--- config.mk ---
export PLATFORM = sky130hd
export DESIGN_NAME = pic24_icsp_sender
export DESIGN_NICKNAME = d
export VERILOG_FILES = /design/src/rtl/pic24_icsp_sender.sv
export SDC_FILE = /design/constraint.sdc
export NUM_CORES = 1
export LEC_CHECK = 0
export CAP_MARGIN = 25
export CORE_UTILIZATION = 45
export CTS_CLUSTER_DIAMETER = 150
export DETAILED_ROUTE_END_ITERATION = 8
export GPL_ROUTABILITY_DRIVEN = 0
export GPL_TIMING_DRIVEN = 0
export PLACE_DENSITY_LB_ADDON = 0.25
export RECOVER_POWER = 100
export SLEW_MARGIN = 25
export SYNTH_ARGS = -nofsm -noshare
export SYNTH_HDL_FRONTEND = slang
export SYNTH_SLANG_ARGS = --single-unit
export TNS_END_PERCENT = 10
--- constraint.sdc ---
create_clock -name clk -period 2.31 [get_ports clk]
set_input_delay 0.693 -clock clk [delete_from_list [all_inputs] [get_ports clk]]
set_output_delay 0.693 -clock clk [all_outputs]
set_load 0.01 [all_outputs]
--- src/rtl/pic24_icsp_sender.sv ---
// PIC24 ICSP SIX-frame sender: reads a run of program-memory words and shifts
// each one out on PGC/PGD as a 4-bit 0000 command followed by a 24-bit instruction, LSB first.
module pic24_icsp_sender #(
    parameter int DATAWIDTH   = 32,
    parameter int MEMSIZElog2 = 7,
    parameter int CLKDIV      = 4
) (
    input  logic                   clk,
    input  logic                   rstn,
    input  logic                   start,
    input  logic [MEMSIZElog2-1:0] base_addr,
    input  logic [MEMSIZElog2:0]   count,
    output logic                   busy,
    output logic                   done,
    output logic [MEMSIZElog2-1:0] mem_addr,
    output logic                   mem_ce,
    output logic                   mem_we,
    input  logic [DATAWIDTH-1:0]   mem_dout,
    output logic                   pgc,
    output logic                   pgd_out,
    output logic                   pgd_oe
);
    localparam int ADDRSIZE = 2 ** MEMSIZElog2;
    localparam int DIV_W    = $clog2(2 * CLKDIV) + 1;

    localparam logic [DIV_W-1:0]       DIV_HALF = DIV_W'(CLKDIV);
    localparam logic [DIV_W-1:0]       DIV_LAST = DIV_W'(2 * CLKDIV - 1);
    localparam logic [DIV_W-1:0]       DIV_ONE  = DIV_W'(1);
    localparam logic [MEMSIZElog2:0]   CNT_MAX  = (MEMSIZElog2 + 1)'(ADDRSIZE);
    localparam logic [MEMSIZElog2:0]   CNT_ONE  = (MEMSIZElog2 + 1)'(1);
    localparam logic [MEMSIZElog2-1:0] ADDR_ONE = MEMSIZElog2'(1);
    localparam logic [4:0]             LAST_BIT = 5'd27;

    typedef enum logic [2:0] {
        IDLE  = 3'd0,
        FETCH = 3'd1,
        LOAD  = 3'd2,
        SHIFT = 3'd3,
        DONE  = 3'd4
    } state_t;

    state_t                 state_reg;
    state_t                 state_next;
    logic [MEMSIZElog2-1:0] addr_reg;
    logic [MEMSIZElog2:0]   remaining_reg;
    logic [27:0]            shreg_reg;
    logic [4:0]             bit_cnt_reg;
    logic [DIV_W-1:0]       div_cnt_reg;
    logic                   pgd_out_reg;
    logic                   pgd_oe_reg;

    logic period_end;
    logic frame_end;
    logic last_word;

    assign period_end = (state_reg == SHIFT) && (div_cnt_reg == DIV_LAST);
    assign frame_end  = period_end && (bit_cnt_reg == LAST_BIT);
    assign last_word  = (remaining_reg == CNT_ONE);

    // Only the low 24 bits carry the instruction.
    generate
        if (DATAWIDTH > 24) begin : g_upper
            logic unused_upper;
            assign unused_upper = ^mem_dout[DATAWIDTH-1:24];
        end
    endgenerate

    always_ff @(posedge clk or negedge rstn) begin
        if (!rstn) begin
            state_reg <= IDLE;
        end else begin
            state_reg <= state_next;
        end
    end

    always_comb begin
        state_next = state_reg;
        case (state_reg)
            IDLE:    if (start) state_next = (count == '0) ? DONE : FETCH;
            FETCH:   state_next = LOAD;
            LOAD:    state_next = SHIFT;
            SHIFT:   if (frame_end) state_next = last_word ? DONE : FETCH;
            DONE:    state_next = IDLE;
            default: state_next = IDLE;
        endcase
    end

    always_ff @(posedge clk or negedge rstn) begin
        if (!rstn) begin
            addr_reg      <= '0;
            remaining_reg <= '0;
            shreg_reg     <= '0;
            bit_cnt_reg   <= '0;
            div_cnt_reg   <= '0;
            pgd_out_reg   <= 1'b0;
            pgd_oe_reg    <= 1'b0;
        end else begin
            case (state_reg)
                IDLE: begin
                    if (start) begin
                        addr_reg      <= base_addr;
                        remaining_reg <= (count > CNT_MAX) ? CNT_MAX : count;
                    end
                end
                LOAD: begin
                    shreg_reg   <= {mem_dout[23:0], 4'b0000};
                    bit_cnt_reg <= '0;
                    div_cnt_reg <= '0;
                    // Bit 0 of every frame is command bit 0, always zero.
                    pgd_out_reg <= 1'b0;
                    pgd_oe_reg  <= 1'b1;
                end
                SHIFT: begin
                    if (period_end) begin
                        div_cnt_reg <= '0;
                        shreg_reg   <= shreg_reg >> 1;
                        bit_cnt_reg <= bit_cnt_reg + 5'd1;
                        // Next bit is presented together with the next rising PGC.
                        if (!frame_end) pgd_out_reg <= shreg_reg[1];
                        if (frame_end) begin
                            remaining_reg <= remaining_reg - CNT_ONE;
                            if (last_word) pgd_oe_reg <= 1'b0;
                            else           addr_reg   <= addr_reg + ADDR_ONE;
                        end
                    end else begin
                        div_cnt_reg <= div_cnt_reg + DIV_ONE;
                    end
                end
                DONE: begin
                    pgd_oe_reg <= 1'b0;
                end
                default: ;
            endcase
        end
    end

    always_comb begin
        busy     = (state_reg != IDLE);
        done     = (state_reg == DONE);
        mem_ce   = (state_reg == FETCH);
        mem_we   = 1'b0;
        mem_addr = addr_reg;
        pgc      = (state_reg == SHIFT) && (div_cnt_reg < DIV_HALF);
        pgd_out  = pgd_out_reg;
        pgd_oe   = pgd_oe_reg;
    end

endmodule
Word level (Yosys, flattened, before mapping)
Index checks and enable logic that the tools add are counted.
{"block": "op_classes", "n_mux": 28, "n_addsub": 4, "eq_ne": 13, "reduce_logical": 15, "n_lt_le_gt_ge": 2}
{"op": "$pmux W28 S2", "n": 1}
{"op": "$mux W8", "n": 4}
{"op": "$mux W28", "n": 1}
{"op": "$mux W7", "n": 4}
{"op": "$pmux W8 S2", "n": 1}
{"op": "$pmux W7 S2", "n": 1}
{"op": "$mux W3", "n": 4}
{"op": "$ne A2 B2 Y1 const B", "n": 6}
{"op": "$pmux W3 S4", "n": 1}
{"op": "$pmux W5 S2", "n": 1}
{"op": "$eq A8 B1 Y1 const B", "n": 1}
{"op": "$gt A8 B8 Y1 const B", "n": 1}
{"op": "$logic_not A8 Y1", "n": 1}
{"op": "$pmux W4 S2", "n": 1}
{"op": "$reduce_and A4 Y1", "n": 2}
{"op": "$sub A8 B1 Y8 const B", "n": 1}
{"op": "$add A7 B1 Y7 const B", "n": 1}
{"op": "$eq A3 B2 Y1 const B", "n": 2}
{"op": "$reduce_bool A3 Y1", "n": 2}
{"op": "$add A5 B1 Y5 const B", "n": 1}
{"op": "$eq A5 B5 Y1 const B", "n": 1}
{"op": "$mux W1", "n": 5}
{"op": "$mux W5", "n": 1}
{"op": "$reduce_and A5 Y1", "n": 1}
{"op": "other kinds (13)", "n": 17}
{"block": "totals", "in_bits": 50, "reg_bits": 57, "word_cells": 70}

Logic depth before layout (Yosys ltp)
{"block": "depth", "word_depth": 6, "mapped_depth": 7, "depth_no_buf": 6}

Least setup slack after synthesis
Ideal clock, no wire load.
{"block": "synth_path", "path_type": "reg2out", "from": "reg state_reg[2]", "to": "out pgc", "path_buffers": 2, "setup_slack_ns": 0.380, "t_required_ns": 1.617, "path_stages_with_launch": 5, "t_arrival_ns": 1.237, "cell_sequence": "dfrtp_1 > nand3b_1 > buf_2 > buf_1 > nor3_1"}
{"block": "synth_via", "elab_chain_cells": 2}
{"element": "start: declaration", "line": "42", "text": "state_t state_reg;"}
{"element": "start signal: assignment", "line": "72", "text": "state_reg <= state_next;"}
{"element": "$eq A3 B2 Y1", "line": "143", "text": "pgc = (state_reg == SHIFT) && (div_cnt_reg < DIV_HALF);"}
{"element": "$logic_and A1 B1 Y1", "line": "143"}
{"element": "end: declaration", "line": "19", "text": "output logic pgc,"}
Every way passes these cells.

Final worst setup path
Same ends and word-level chain as after synthesis.

==> impl_metrics.py <==
metrics = {
    "floorplanning": {
        "core_um2": 6314,
        "initial_utilization": 0.4659,
        "ios": 64,
        "die_h_um": 82.85,
        "die_w_um": 82.85,
        "dieArea_um2": 6864,
        "rows": 29,
    },
    "setup_path": {
        "critPathSlowestCell": "dfrtp_2",
        "crit_fanout": 19,
        "start_kind": "register",
        "reg2reg_to": "remaining_reg[7]",
        "required_ns": 1.62,
        "end_kind": "primary output",
        "critPathArrivalTime_ns": 1.53,
        "worst_r2r_startpoint": "div_cnt_reg[0]",
        "crit_chain": "nand3b_1 -> buf_6 -> nor3_1 -> clkbuf_2",
        "cpPeakStageDelay_ns": 0.48,
        "worstSetupPathType": "reg -> out",
        "reg2reg_depth": 6,
        "rrSetupSlack_ns": 0.42,
    },
    "power_and_ir_drop": {
        "power.total_mw": 4.787,
        "ir_worst_vdd_mv": 0.6104,
        "power.leakage_nw": 1.581,
        "p_per_area_nw_per_um2": 1292,
    },
    "synthesis": {
        "postSynthCellCount": 328,
        "synth-edff-count": 0,
        "synthTopCellsByArea": "dfrtp_1 (48%), nand2_1 (7.7%), nor2_1 (5.7%)",
        "yosys.area.top_type": "dfrtp_1",
        "avgSynthCellArea_um2": 8.968,
        "synthFlopType": "dfrtp_1",
        "yosysUniqueCellTypes": 48,
        "yosysWarnings": 0,
        "synth_nets": 383,
        "synth_top_area_share": 0.4764,
        "netlist_area_um2": 2942,
        "ys_async_sr_fraction": 1.000,
        "seq_area_frac_synth": 0.4764,
        "ys_seq_elements": 56,
    },
    "cts": {
        "tritoncts": "done",
        "clk_pin_slew_ns": 0.11,
        "postCtsHoldBufs": 0,
        "clkLatencyLatePin_ns": 0.31,
        "cts-buffers-inserted": 5,
        "clock-root-buffer": "clkbuf_8",
        "cts.sinks": 56,
        "htreeDepth": 2,
        "cts.path.max_buffers": 2,
    },
    "global_routing": {
        "antenna_found_initial": 0,
        "grt_pass1_wl_um": 11670,
        "overflow": 0,
        "grt_pass1_vias": 2477,
        "grtUsageTotal": 0.2059,
        "grt_max_degree": 47,
    },
    "place": {
        "io_buffers": 54,
        "place_area_um2": 3603,
        "hpwl_um": 5058,
    },
    "layout": {
        "num_antenna_cells": 0,
        "largest_reg_flops": 27,
        "design_area_um2": 3705,
        "area_growth_pct": 25.95,
        "drive_above_1_share": 0.09463,
        "nets": 445,
        "fin_util": 0.5868,
    },
    "drt": {
        "drt-initial-drc-count": 122,
        "remaining_drc_errors": 0,
        "drt-total-wl_um": 6895,
        "ant_nets": 0,
        "vias": 2623,
        "wl_per_cell_um": 14.73,
        "drt_first_pass_iters": 4,
        "vias_per_cell": 5.605,
    },
    "timing": {
        "tightestPinTransition_ns": 1.161,
        "period_needed_ns": 2.222,
        "holdWs_ns": 0.3276,
        "setup_viol": 0,
        "rsz0062_at_grt": "yes",
        "max_freq_mhz": 450.1,
        "hold_viol_final": 0,
        "slew_viol_final": 0,
        "slew_headroom": 0.2261,
        "setup-tns-final_ns": 0,
        "fin_skew_ns": 0.009642,
        "fin_crit_sh": 0.9618,
    },
    "job": {
        "drv_cap": 0,
    },
    "status": {
        "outcome": "finished clean",
    },
    "worst_hold_path": {
        "min_path_type": "in -> async",
    },
}
## where the power goes
group          switching [mW]  internal [mW]  leakage [nW]
registers               0.340           1.39         0.660
clock network           0.341          0.222        0.0487
logic                    1.42           1.07         0.873
total                    2.10           2.69          1.58
## final cells by class
type | count | area [µm²]
fill | 596 | 2609
multi-input combinational | 244 | 1413
sequential | 56 | 1405
timing repair buffer | 56 | 545.5
buffer | 20 | 123.9
tap | 77 | 96.34
clock buffer | 5 | 68.82
clock inverter | 3 | 26.28
inverter | 7 | 26.28
## metal layers
| metal | up-vias | routed length (µm) | track usage |
|---|---|---|---|
| met4 | 0 | 88 | 0.05172 |
| met3 | 11 | 300 | 0.03280 |
| met2 | 69 | 3411 | 0.3495 |
| met5 | - | 0 | 0 |
| li1 | 1296 | - | - |
| met1 | 1247 | 3095 | 0.2753 |
## cell usage after synthesis (2+ instances only)
cell type and n:
o21ai_1 3, nand3_1 6, and3b_1 2, nor2b_1 2
dfrtp_1 56, xnor2_1 3, inv_1 7, o22a_1 3
a21o_1 3, and3_1 3, o21ai_0 17, buf_2 10
a31oi_1 25, o31ai_1 4, a22o_1 5, nor4_1 4
or3_1 3, o41ai_1 2, nand2_1 60, a2bb2oi_1 7
nor2_1 45, nor3_1 6, ha_1 5, nor3b_1 4
buf_6 3, clkbuf_1 6, a21oi_1 13
## what timing repair did
action | 4_1_cts | 5_1_grt
setup buffers | 0 | 1
endpoints found under the setup margin | 4 | 3
resized for setup | 8 | 8
## how the worst max path moves through the flow
stage / startpoint / slack (ns) / endpoint
after global placement: rstn / -1.27 / mem_addr[4]
after floorplan: state_reg[2] / 0.38 / pgc
after detailed placement: state_reg[2] / -0.26 / pgc
after global routing: state_reg[2] / -0.02 / pgc
after CTS: state_reg[0] / -0.25 / busy
final: state_reg[2] / 0.09 / pgc
## layout by cell type, fill, tap and decap left out, types with 4 or more instances in the layout
master,netlist,routed
nand2_1,60,60
dfrtp_1,56,53
nor4_1,4,4
a22o_1,5,5
a2bb2oi_1,7,7
nor2_1,45,45
nand3_1,6,6
clkdlybuf4s50_1,0,49
a31oi_1,25,25
a21oi_1,13,13
buf_6,3,4
clkbuf_1,6,6
clkbuf_8,0,5
buf_2,10,9
inv_1,7,7
o31ai_1,4,4
nor3_1,6,5
ha_1,5,5
o21ai_0,17,17
## worst max-delay path: cells and delay by family (launching register included)
family	cells	cell delay, ns
DFF	1	0.48
buffers and inverters	2	0.36
and+or+nand+nor	2	0.37
## cell families after synthesis
kind of cell,Yosys count,share of synthesized area
adders and majority gates,5,0.02127
muxes,2,0.007231
AOI/OAI and AO/OA,91,0.2118
other,1,0.001275
and+or+nand+nor,142,0.2242
DFF,56,0.4764
xor gates and xnor gates,3,0.008934
buffers and inverters,28,0.04892
## stage by stage
step                      setup WS [ns]  instances
after global routing           -0.01508        468
after floorplan                  0.3801        328
after detailed placement        -0.2613        460
after CTS                       -0.2524        467
after global placement           -1.270        459
final                           0.08834        468
(Power assumes the default switching activity.)
